$ cat src/rtl/timer_apb_slave.sv
// APB3 completer for the 8-bit timer: holds TDR/TCR/TSR, exposes TCNT, latches core events as sticky flags.
// Optional `TIMER_APB_PSLVERR_EN flags unmapped addresses and writes to TCNT on pslverr.
module timer_apb_slave #(
  parameter int         WAIT_STATES = 0,
  parameter logic [7:0] TDR_RST     = 8'h00
) (
  input  logic       pclk,
  input  logic       presetn,
  input  logic       psel,
  input  logic       penable,
  input  logic       pwrite,
  input  logic [7:0] paddr,
  input  logic [7:0] pwdata,
  output logic [7:0] prdata,
  output logic       pready,
  output logic       pslverr,
  input  logic [7:0] tcnt,
  input  logic       ovf_set,
  input  logic       udf_set,
  output logic [7:0] tdr,
  output logic       load,
  output logic       up_down,
  output logic       count_en,
  output logic [1:0] cks,
  output logic       ovf_flag,
  output logic       udf_flag
);
  typedef enum logic [1:0] {IDLE, SETUP, ACCESS} state_e;

  localparam logic [1:0] WS       = WAIT_STATES[1:0];
  localparam logic [7:0] TCR_MASK = 8'hB3;

  state_e     state_q, state_d;
  logic [1:0] wcnt_q, wcnt_d;
  logic [7:0] tdr_q, tdr_d;
  logic [7:0] tcr_q, tcr_d;
  logic [1:0] tsr_q, tsr_d;
  logic       wr_en, rd_en;
  logic [7:0] rdata;

  assign pready = (state_q == ACCESS) && (wcnt_q == WS);
  assign wr_en  = psel && penable && pwrite && pready;
  assign rd_en  = psel && penable && !pwrite && pready;

  always_comb begin
    state_d = state_q;
    wcnt_d  = wcnt_q;
    case (state_q)
      IDLE:  if (psel && !penable) state_d = SETUP;
      SETUP: begin
        state_d = ACCESS;
        wcnt_d  = '0;
      end
      ACCESS: begin
        // Losing psel mid-access abandons the transfer without committing
        if (!psel)       state_d = IDLE;
        else if (pready) state_d = (psel && !penable) ? SETUP : IDLE;
        else             wcnt_d  = wcnt_q + 2'd1;
      end
      default: state_d = IDLE;
    endcase
  end

  always_comb begin
    tdr_d = tdr_q;
    tcr_d = tcr_q;
    tsr_d = tsr_q;
    if (wr_en) begin
      case (paddr)
        8'h00:   tdr_d = pwdata;
        8'h01:   tcr_d = pwdata & TCR_MASK;
        8'h02:   tsr_d = tsr_q & ~pwdata[1:0];
        default: ;
      endcase
    end
    // Core events override a same-cycle W1C so no event is lost
    tsr_d = tsr_d | {udf_set, ovf_set};
  end

  always_ff @(posedge pclk or negedge presetn) begin
    if (!presetn) begin
      state_q <= IDLE;
      wcnt_q  <= '0;
      tdr_q   <= TDR_RST;
      tcr_q   <= '0;
      tsr_q   <= '0;
    end else begin
      state_q <= state_d;
      wcnt_q  <= wcnt_d;
      tdr_q   <= tdr_d;
      tcr_q   <= tcr_d;
      tsr_q   <= tsr_d;
    end
  end

  always_comb begin
    rdata = '0;
    case (paddr)
      8'h00:   rdata = tdr_q;
      8'h01:   rdata = tcr_q;
      8'h02:   rdata = {6'b0, tsr_q};
      8'h03:   rdata = tcnt;
      default: rdata = '0;
    endcase
  end

  assign prdata = rd_en ? rdata : 8'h00;

`ifdef TIMER_APB_PSLVERR_EN
  assign pslverr = pready && ((paddr > 8'h03) || (pwrite && paddr == 8'h03));
`else
  assign pslverr = 1'b0;
`endif

  assign tdr      = tdr_q;
  assign load     = tcr_q[7];
  assign up_down  = tcr_q[5];
  assign count_en = tcr_q[4];
  assign cks      = tcr_q[1:0];
  assign ovf_flag = tsr_q[0];
  assign udf_flag = tsr_q[1];
endmodule

$ cat config.mk
export PLATFORM = sky130hd
export DESIGN_NAME = timer_apb_slave
export DESIGN_NICKNAME = d
export VERILOG_FILES = /design/src/rtl/timer_apb_slave.sv
export SDC_FILE = /design/constraint.sdc
export NUM_CORES = 1
export LEC_CHECK = 0
export BUFFER_PORTS_ARGS = -buffer_cell sky130_fd_sc_hd__buf_2
export CAP_MARGIN = 30
export CORE_MARGIN = 2
export CORE_UTILIZATION = 30
export CTS_CLUSTER_DIAMETER = 40
export CTS_CLUSTER_SIZE = 24
export DETAILED_ROUTE_END_ITERATION = 7
export GPL_TIMING_DRIVEN = 0
export PLACE_DENSITY = 0.68
export SLEW_MARGIN = 5
export SYNTH_ARGS = -nofsm -noshare
export SYNTH_HDL_FRONTEND = slang
export SYNTH_SLANG_ARGS = --single-unit
$ cat constraint.sdc
create_clock -name pclk -period 6.4 [get_ports pclk]
set_clock_uncertainty 0.2 [all_clocks]
set_input_delay 0.32 -clock pclk [delete_from_list [all_inputs] [get_ports pclk]]
set_output_delay 0.32 -clock pclk [all_outputs]
set_load 0.005 [all_outputs]
==> impl.org, run 1 <==
** Placement
- Half-perimeter wire length after detailed placement :: 2.18 mm
- After detailed placement, the design holds a cell count of 190.
- Buffers placed on the I/O ports in this run total 54.
- The congestion estimate from routability-driven global placement came to 0.708.

** Timing
- For this run, the top clock speed supported by timing is 0.349 GHz.
- Final-report hold violation count :: 0
- Summed over all failing endpoints, the final setup total negative slack is 0 ps.
- Number of max-slew violations in the final report :: 0
- Subtracting the final worst setup slack from the clock period gives 2870 ps.
- In this run the tightest slew margin relative to its limit is 0.411.
- Actual slew at the worst max-slew pin :: 877 ps
- Setup repair after global routing missed its margin :: no
- Final setup violation count :: 0
- Dividing the final minimum period by the clock period gives 0.448.

** Yosys
- Count of yosys warnings during synthesis :: 0
- Measured against the total synthesized area, the mux share comes to 0.247.
- Of the total synthesized cell area, the portion taken by full adders, half adders and majority gates is 0.0114.
- The share of the synthesized area in compound gates (AO/OA/AOI/OAI) is 0.0978.
- The cell area that synthesis handed to floorplanning was 1100 um^2.
- Yosys attributes the largest share of cell area to sky130_fd_sc_hd__dfrtp_1 (43%), sky130_fd_sc_hd__mux2_4 (11%), sky130_fd_sc_hd__mux2_1 (5.1%).
- The synthesized design contains 19 register bits.
- Of the total synthesized cell area, the portion taken by XOR and XNOR cells is 0.
- Portion of the post-synthesis area used by sequential elements :: 0.432
- After synthesis, the largest family of logic cells by area is multiplexers.
- Net Count, Synth :: 122
- Count of cell types in the netlist :: 27
- Fraction of post-synthesis cell area in the top cell type by area :: 0.432
- Of the total synthesized cell area, the portion taken by AND, OR, NAND and NOR gates is 0.164.
- Avg Inst Size Synth :: 12.2 um^2
- Cell count after synthesis :: 90
- The largest total area in the synthesized netlist belongs to sky130_fd_sc_hd__dfrtp_1.

** Global route
- The number of global-route vias before repair is 1032.
- Entering global routing, the biggest net connects 20 pins.
- In the global route stage, overall resource usage came out at 0.149.
- Wire length of the first global-routing pass :: 4.80 mm
- For this run the aggregate overflow at the end of global routing stands at 0.
- The number of antenna violations at the first check in global routing is 0.

** Clocking
- Number of buffers inserted to repair setup after CTS :: 0
- Clock-pin slew was measured on the worst setup and hold paths at 110 ps.
- Counting along the longest clock path gives a buffer depth of 2.
- In this run, CTS created clock tree buffers numbering 3.
- Number of clock sinks :: 19
- CTS root buf :: sky130_fd_sc_hd__clkbuf_4
- TritonCTS clock tree :: yes
- In this run the number of H-tree levels came out at 1.
- Insertion delay of the later-clocked pin in the worst-skew pair :: 300 ps

** Worst setup path
- Following the worst setup path forward leads to its endpoint at prdata[4].
- End of the worst register-to-register path :: tdr[5]
- Number of buffer and inverter instances along the worst setup path :: 4
- Data on the critical path is required at its endpoint by 5880 ps.
- Broken down by cell family, the worst path's largest delay share belongs to simple AND/OR/NAND/NOR gates.
- Stage delay of the slowest cell on the critical path :: 580 ps
- Worst-case register-to-register setup slack :: 3990 ps
- Length in cells of the worst reg-to-reg path :: 5
- Of all nets on the critical path, the largest fanout is 8.
- Data on the critical path arrives at its endpoint at 2350 ps.
- Standard cell with the maximum stage delay on the critical path :: sky130_fd_sc_hd__or4_1
- The critical path runs through a total of 7 cells.
- The critical path in this run is classified as in2out.
- In this design, the critical path's most frequently occurring cell is sky130_fd_sc_hd__buf_2.
- Source of the critical timing path :: penable
- Nature of the critical path startpoint :: input pin
- The critical path goes through dlygate4sd3_1 -> buf_2 -> nand4bb_1 -> or4_1 -> clkbuf_1 -> nor2_1 -> buf_2.
- STA classifies the critical path endpoint as an output port.
- In this run the critical register-to-register path is launched from wcnt_q[0].

** Route
- Vias/cell :: 4.87
- Detailed routing placed a total of 160 um of wire on met3.
- Vias :: 955
- Drt total wl :: 2.89 mm
- After detailed routing, no signal wire sits above met4.
- Routed length on met2 :: 1.45 mm
- For this run, design rule violations remaining after detail routing come to 0.
- Met1 WL :: 1.26 mm
- Number of DRC markers in iteration 0 :: 16
- After detailed routing, the average wire length per cell comes to 14.7 um.
- Number of detailed-route iterations in the first pass :: 4
- The count of nets left with antenna violations once routing finished came out at 0.

** Layout
- Once layout is complete, the cells apart from fillers number 196.
- Compared with the post-synthesis result, the final layout area differs by 34.1%.
- # nets final :: 183
- Core utilization of the finished layout :: 0.432
- Of the cells placed in the final design, the portion with a size suffix greater than 1 is 0.487.
- 0 antenna diodes ended up in the layout.

** Floorplan
- Die Y-Extent :: 64.5 um
- 56 I/O pins were placed.
- Die width :: 64.5 um
- The floorplan has 21 rows.
- Core Region :: 3420 um^2
- Overall die area :: 4170 um^2
- Initial cell density of the core :: 0.322

** Power
- P per Cell Area :: 144 nW/um^2
- Peak ir drop on the vdd network :: 0.0559 mV
- P_leak :: 0.000783 uW
- After layout, the design draws a total of 212 uW.

** Run
- Across the run, the number of max-cap violations was 0.

** Hold path
- Path class of the lowest-slack min-delay path :: in2reg

** Outcome
- Outcome :: completed
==> registers in the layout, indices dropped and copies added (netlist names) <==
register / flops
tsr_q: 2
state_q: 2
tdr: 8
tcr_q: 5
wcnt_q: 2
==> how the worst min path moves through the flow <==
| stage | startpoint | to | slack, ps | depth (start not counted) |
|---|---|---|---|---|
| 5_1_grt | pwdata[3] | tdr[3] | 30 | 2 |
| 3_5_place_dp | presetn | tcr_q[7] | 100 | 1 |
| 4_1_cts | pwdata[4] | tcr_q[4] | 40 | 2 |
| 3_3_place_gp | presetn | tcr_q[7] | 80 | 1 |
| 6_report | pwdata[4] | tcr_q[4] | 50 | 2 |
| 2_1_floorplan | presetn | state_q[0] | -180 | 0 |
==> layout by cell type, fill, tap and decap left out, drive strengths merged, types with 2 or more instances in the layout <==
cell type / n
mux2: 13
a22o: 2
nor4bb: 2
a22oi: 3
mux4: 2
a2bb2oi: 3
nand3b: 3
nor2: 10
clkbuf: 7
nor2b: 2
a41oi: 2
or4: 2
dlygate4sd3: 2
mux2i: 5
dfrtp: 19
buf: 55
nor4: 2
inv: 7
==> through the flow <==
stage / area [um^2] / setup slack [ps] / hold WS (ps)
after floorplan: 1100 / 4200 / -176
after global placement: 1430 / 3870 / 79.2
after detailed placement: 1430 / 3860 / 96.6
after CTS: 1480 / 3520 / 38.4
after global routing: 1480 / 3390 / 35.0
final: 1480 / 3530 / 52.5
==> routing by layer <==
metal  vias up  GRT usage
li1        449          -
met1       467      0.190
met2        37      0.254
met3         2     0.0260
met4         0     0.0532
met5         -          0
==> power by group <==
part	internal (uW)	switching, uW
Clock	23.2	38.2
Sequential	121	1.10
Combinational	14.4	14.1
==> layout make-up <==
cell class | instances | area [um^2]
fill | 342 | 1940
multi-input combinational | 59 | 576
sequential | 19 | 475
timing repair buffer | 56 | 290
tap | 46 | 57.6
inverter | 7 | 26.3
clock buffer | 3 | 22.5
buffer | 5 | 22.5
clock inverter | 1 | 5.00
==> Yosys cell counts (all sizes together) <==
| cell | count |
|---|---|
| a41oi | 2 |
| conb | 1 |
| nand4bb | 1 |
| and2 | 1 |
| mux2 | 13 |
| nor2 | 10 |
| inv | 7 |
| a22o | 2 |
| clkbuf | 4 |
| nor4bb | 2 |
| ha | 1 |
| a2111oi | 1 |
| or4 | 2 |
| nor4 | 2 |
| a22oi | 3 |
| mux2i | 5 |
| dfrtp | 19 |
| buf | 1 |
| or3b | 1 |
| o31a | 1 |
| nand3b | 3 |
| nor2b | 2 |
| a2bb2oi | 3 |
| mux4 | 2 |
| o22ai | 1 |
==> cells by family after synthesis <==
family,Yosys count
DFF,19
other,1
muxes,20
and+or+nand+nor,24
adders and majority gates,1
AOI/OAI and AO/OA,13
buffers and inverters,12
==> timing repair <==
action,4_1_cts,5_1_grt
resized for setup,0,0
hold buffers,2,0
endpoints found under the hold margin,20,0
Note: power is estimated with default switching activity, not from simulation.
==> run 2, diff against run 1 <==
- ABC_AREA: not set -> 1
- PLACE_DENSITY: 0.68 -> 0.69
- clock period: 6.4 -> 2.3 ns (I/O delays scaled with it)
==> impl.org, run 2 <==
** Outcome
- Outcome :: completed

** Yosys
- Portion of the post-synthesis area used by sequential elements :: 0.419 (-0.0129)
- The post-synthesis cell type count was 22 (-19%).
- Library cell with the highest instance count after synthesis :: sky130_fd_sc_hd__nand2_1
- FF+latch count, synth :: 19 (unchanged)
- The instance count of the mapped netlist is 158 (+76%).
- Async set-reset flop share out of synthesis :: 1.00 (unchanged)
- The commonest cells after synthesis are sky130_fd_sc_hd__nand2_1 (44), sky130_fd_sc_hd__nand3_1 (25), sky130_fd_sc_hd__inv_1 (21), sky130_fd_sc_hd__dfrtp_1 (19), sky130_fd_sc_hd__nor2_1 (15).
- The count of synthesis-stage warnings from yosys was 0 (unchanged).
- Sorting the synthesized cells by area gives the leading types as sky130_fd_sc_hd__dfrtp_1 (42%), sky130_fd_sc_hd__nand2_1 (15%), sky130_fd_sc_hd__nand3_1 (11%).
- Combined area of all synthesized cells :: 1130 um^2 (+3.1%)
- The number of enable-type register cells in the synthesized netlist was 0 (unchanged).
- In the synthesized netlist the dominant register cell turns out to be sky130_fd_sc_hd__dfrtp_1.
- The synthesized net count is 190 (+56%).
- The synthesized design spends more area on one cell type than any other, namely sky130_fd_sc_hd__dfrtp_1.
- Fraction of post-synthesis cell area in the top cell type by area :: 0.419 (-0.0129)
- Avg Inst Size Synth :: 7.17 um^2 (-41%)

** Clocking
- TritonCTS clock tree :: yes
- Number of clock sinks :: 19 (unchanged)
- The cell sitting at the root of the clock tree is a sky130_fd_sc_hd__clkbuf_8.
- The post-CTS clock slew at the launch and capture registers of the worst setup and hold paths came to 70 ps (-40 ps).
- The deepest clock path buffer count came to 2 (unchanged).
- The insertion delay to the later sink of the worst-skew pair is 250 ps (-50 ps).
- Number of buffers created by CTS :: 3 (unchanged)
- Gates resized, CTS repair :: 0 (unchanged)
- The H-tree depth is 1 (unchanged).

** Floorplan
- Die width :: 65.5 um (+1.4%)
- The number of top-level pins was 56 (unchanged).
- The area of the die is 4290 um^2 (+2.9%).
- Die Y-Extent :: 65.5 um (+1.4%)
- The cell row count came to 22 (+4.8%).
- The core region area came to 3630 um^2 (+6.4%).
- Initial cell density of the core :: 0.312 (-0.00999)

** Worst setup path
- The signal on the critical path passes through inv_1 -> ha_1 -> inv_1 -> nor3_4 -> nand3_1 -> nand2_1 -> nand2_1 -> dlygate4sd3_1.
- Nature of the critical path startpoint :: flop
- The kind of cell with the highest combined delay along the critical path is buffers and inverters.
- Setup crit end kind :: flop
- Stage delay of the slowest cell on the critical path :: 550 ps (-30 ps)
- On the critical path, the stage with the largest delay is an instance of sky130_fd_sc_hd__dlygate4sd3_1.
- Number of buffer and inverter instances along the worst setup path :: 3 (-1)
- Worst EP arrival :: 1950 ps (-400 ps)
- The largest fanout on the critical path was 3 (-5).
- The setup path with the least slack is of type reg2reg.
- Required time worst endpoint :: 2240 ps (-3640 ps)

** Timing
- Final setup violation count :: 0 (unchanged)
- The relative slew slack came to 0.561 (+0.150).
- Clock period minus worst slack :: 2010 ps
- Fin Setup TNS :: 0 ps (unchanged)
- Final-report hold violation count :: 0 (unchanged)
- Dividing the final minimum period by the clock period gives 0.874.
- The max-slew violation count was 0 (unchanged).
- Actual slew at the worst max-slew pin :: 656 ps (-220 ps)
- Max frequency :: 0.498 GHz
- Setup repair after global routing left no endpoint under its margin.
- Minimum hold slack :: 102 ps (+49.8 ps)

** Route
- The average wire per standard cell is 11.2 um (-24%).
- The count of vias placed by the detailed router came to 1266 (+33%).
- The first-pass detailed-route iteration total was 4 (unchanged).
- The total wire length after detailed routing was 3.15 mm (+9.0%).
- Vias/cell :: 4.52 (-7.2%)
- The residual DRC count is 0 (unchanged).
- The final antenna-violating net count came to 0 (unchanged).
- Number of DRC markers in iteration 0 :: 79 (+63)

** Power
- Net Switching :: 152 uW (+190%)
- The share of power burned in combinational logic was 0.128 (-0.007).
- The leakage power is 0.000929 uW (+19%).
- Peak ir drop on the vdd network :: 0.189 mV (+240%)
- The power per unit of standard cell area came to 393 nW/um^2 (+170%).
- The clock network power share was 0.354 (+0.064).
- Switching Share :: 0.233 (-0.0191)
- The part of the power in registers is 0.518 (-0.058).
- The internal power contribution was 502 uW (+220%).

** Placement
- Half-perimeter wire length after detailed placement :: 2.32 mm (+6.3%)
- Dpl cells :: 260 (+37%)
- The weighted congestion at the end of routability-driven global placement is 0.794 (+12%).
- The quantity of I/O buffers inserted on ports was 54 (unchanged).

** Global route
- The global-route wire length before repair is 5.15 mm (+7.3%).
- Via count of the first global-routing pass :: 1171 (+13%)
- The global routing usage summed across all routing layers is 0.157 (+0.00788).
- Maximum number of pins on one net before global-route repair :: 20 (unchanged)
- Number of antenna violations at the first check in global routing :: 0 (unchanged)
- Remaining global-route overflow :: 0 (unchanged)

** Layout
- Leaving out fill and tap cells, the most frequent cell in the layout is sky130_fd_sc_hd__buf_2.
- Synthesis-to-layout area growth :: 47.0%
- Final Non-Filler Cells :: 280 (+43%)
- FF/Latch Area :: 475 um^2 (unchanged)
- The area used by multi-input combinational logic came to 537 um^2 (-6.7%).
- The antenna diode count was 0 (unchanged).
- The final net count came to 265 (+45%).
- Max reg flops :: 8 (unchanged)
- The top cell types in the final layout, fill and taps aside, are sky130_fd_sc_hd__buf_2 (55), sky130_fd_sc_hd__nand2_1 (44), sky130_fd_sc_hd__nand3_1 (25), sky130_fd_sc_hd__inv_1 (21), sky130_fd_sc_hd__dfrtp_1 (19).
- Fillers :: 391 (+14%)
- The fraction of final layout cells sized beyond drive strength 1 came to 0.323 (-0.163).

** Hold path
- In this run the worst hold path is classified as in2reg.

** Run
- The number of max-cap violations is 0 (unchanged).
[run 2: changes by cell type after synthesis, moves of 4 or more]
cell,change
sky130_fd_sc_hd__mux2_4,-8
sky130_fd_sc_hd__o21ai_2,+5
sky130_fd_sc_hd__mux2i_1,-5
sky130_fd_sc_hd__o21ai_1,+5
sky130_fd_sc_hd__nor2_1,+5
sky130_fd_sc_hd__inv_1,+14
sky130_fd_sc_hd__nand2_1,+44
sky130_fd_sc_hd__nand3_1,+25
sky130_fd_sc_hd__mux2_1,-5
sky130_fd_sc_hd__clkbuf_1,-4
[run 2: power groups by stage]
stage               Clock [uW]  Combinational [uW]  Sequential [uW]
floorplan                    0                24.6              345
global placement             0                66.0              345
detailed placement           0                67.2              345
CTS                        240                84.1              339
global route               258                94.4              339
finish                     232                83.8              339
[run 2: cell type report]
cell class,count,area share
Buffer,4,0.0210
Clock buffer,4,0.0270
Inverter,23,0.0518
Multi-Input combinational cell,112,0.322
Sequential cell,19,0.285
Tap cell,48,0.0360
Timing Repair Buffer,70,0.257
[run 2: logic make-up after synthesis]
family	synth area share
and+or+nand+nor	0.372
buffers and inverters	0.107
DFF	0.419
AOI/OAI and AO/OA	0.0872
adders and majority gates	0.0110
other	0.00331
[run 2: through the flow]
step	total power, uW	utilization	cell area (um^2)	setup slack, ps
5_1_grt	691	0.459	1670	153
3_5_place_dp	413	0.403	1460	492
4_1_cts	663	0.457	1660	93.1
6_report	654	0.459	1670	291
3_3_place_gp	411	0.403	1460	493
2_1_floorplan	370	-	1130	664
[run 2: worst paths after layout]
| path | startpoint | end | slack (ps) | depth (start not counted) |
|---|---|---|---|---|
| worst max register to register | wcnt_q[0] | tsr_q[0] | 290 | 8 |
| worst max-delay path | wcnt_q[0] | tsr_q[0] | 290 | 8 |
| worst min-delay path | psel | wcnt_q[0] | 100 | 5 |
| worst min register to register | tdr[2] | tdr[2] | 290 | 2 |
| max in group asynchronous | presetn | tdr[6] | 1460 | 2 |
| min in group asynchronous | presetn | state_q[1] | 130 | 2 |
[run 2: worst reg2reg max path: stages (launching register included)]
cell and delay (ps):
sky130_fd_sc_hd__dfrtp_1 360, sky130_fd_sc_hd__inv_1 80, sky130_fd_sc_hd__ha_1 200, sky130_fd_sc_hd__inv_1 90, sky130_fd_sc_hd__nor3_4 210, sky130_fd_sc_hd__nand3_1 90
sky130_fd_sc_hd__nand2_1 60, sky130_fd_sc_hd__nand2_1 50, sky130_fd_sc_hd__dlygate4sd3_1 560
[run 2: routing by layer]
layer	routed length, um	global-route usage	vias to the layer above
met2	1560	0.268	31
met3	185	0.0291	4
met5	0	0	-
met4	38	0.0573	0
li1	-	-	644
met1	1360	0.197	587
[run 2: repair_timing]
item / 4_1_cts / 5_1_grt
setup buffers: 0 / 1
hold endpoints to repair: 35 / 0
hold buffers: 15 / 0
setup endpoints to repair: 0 / 2
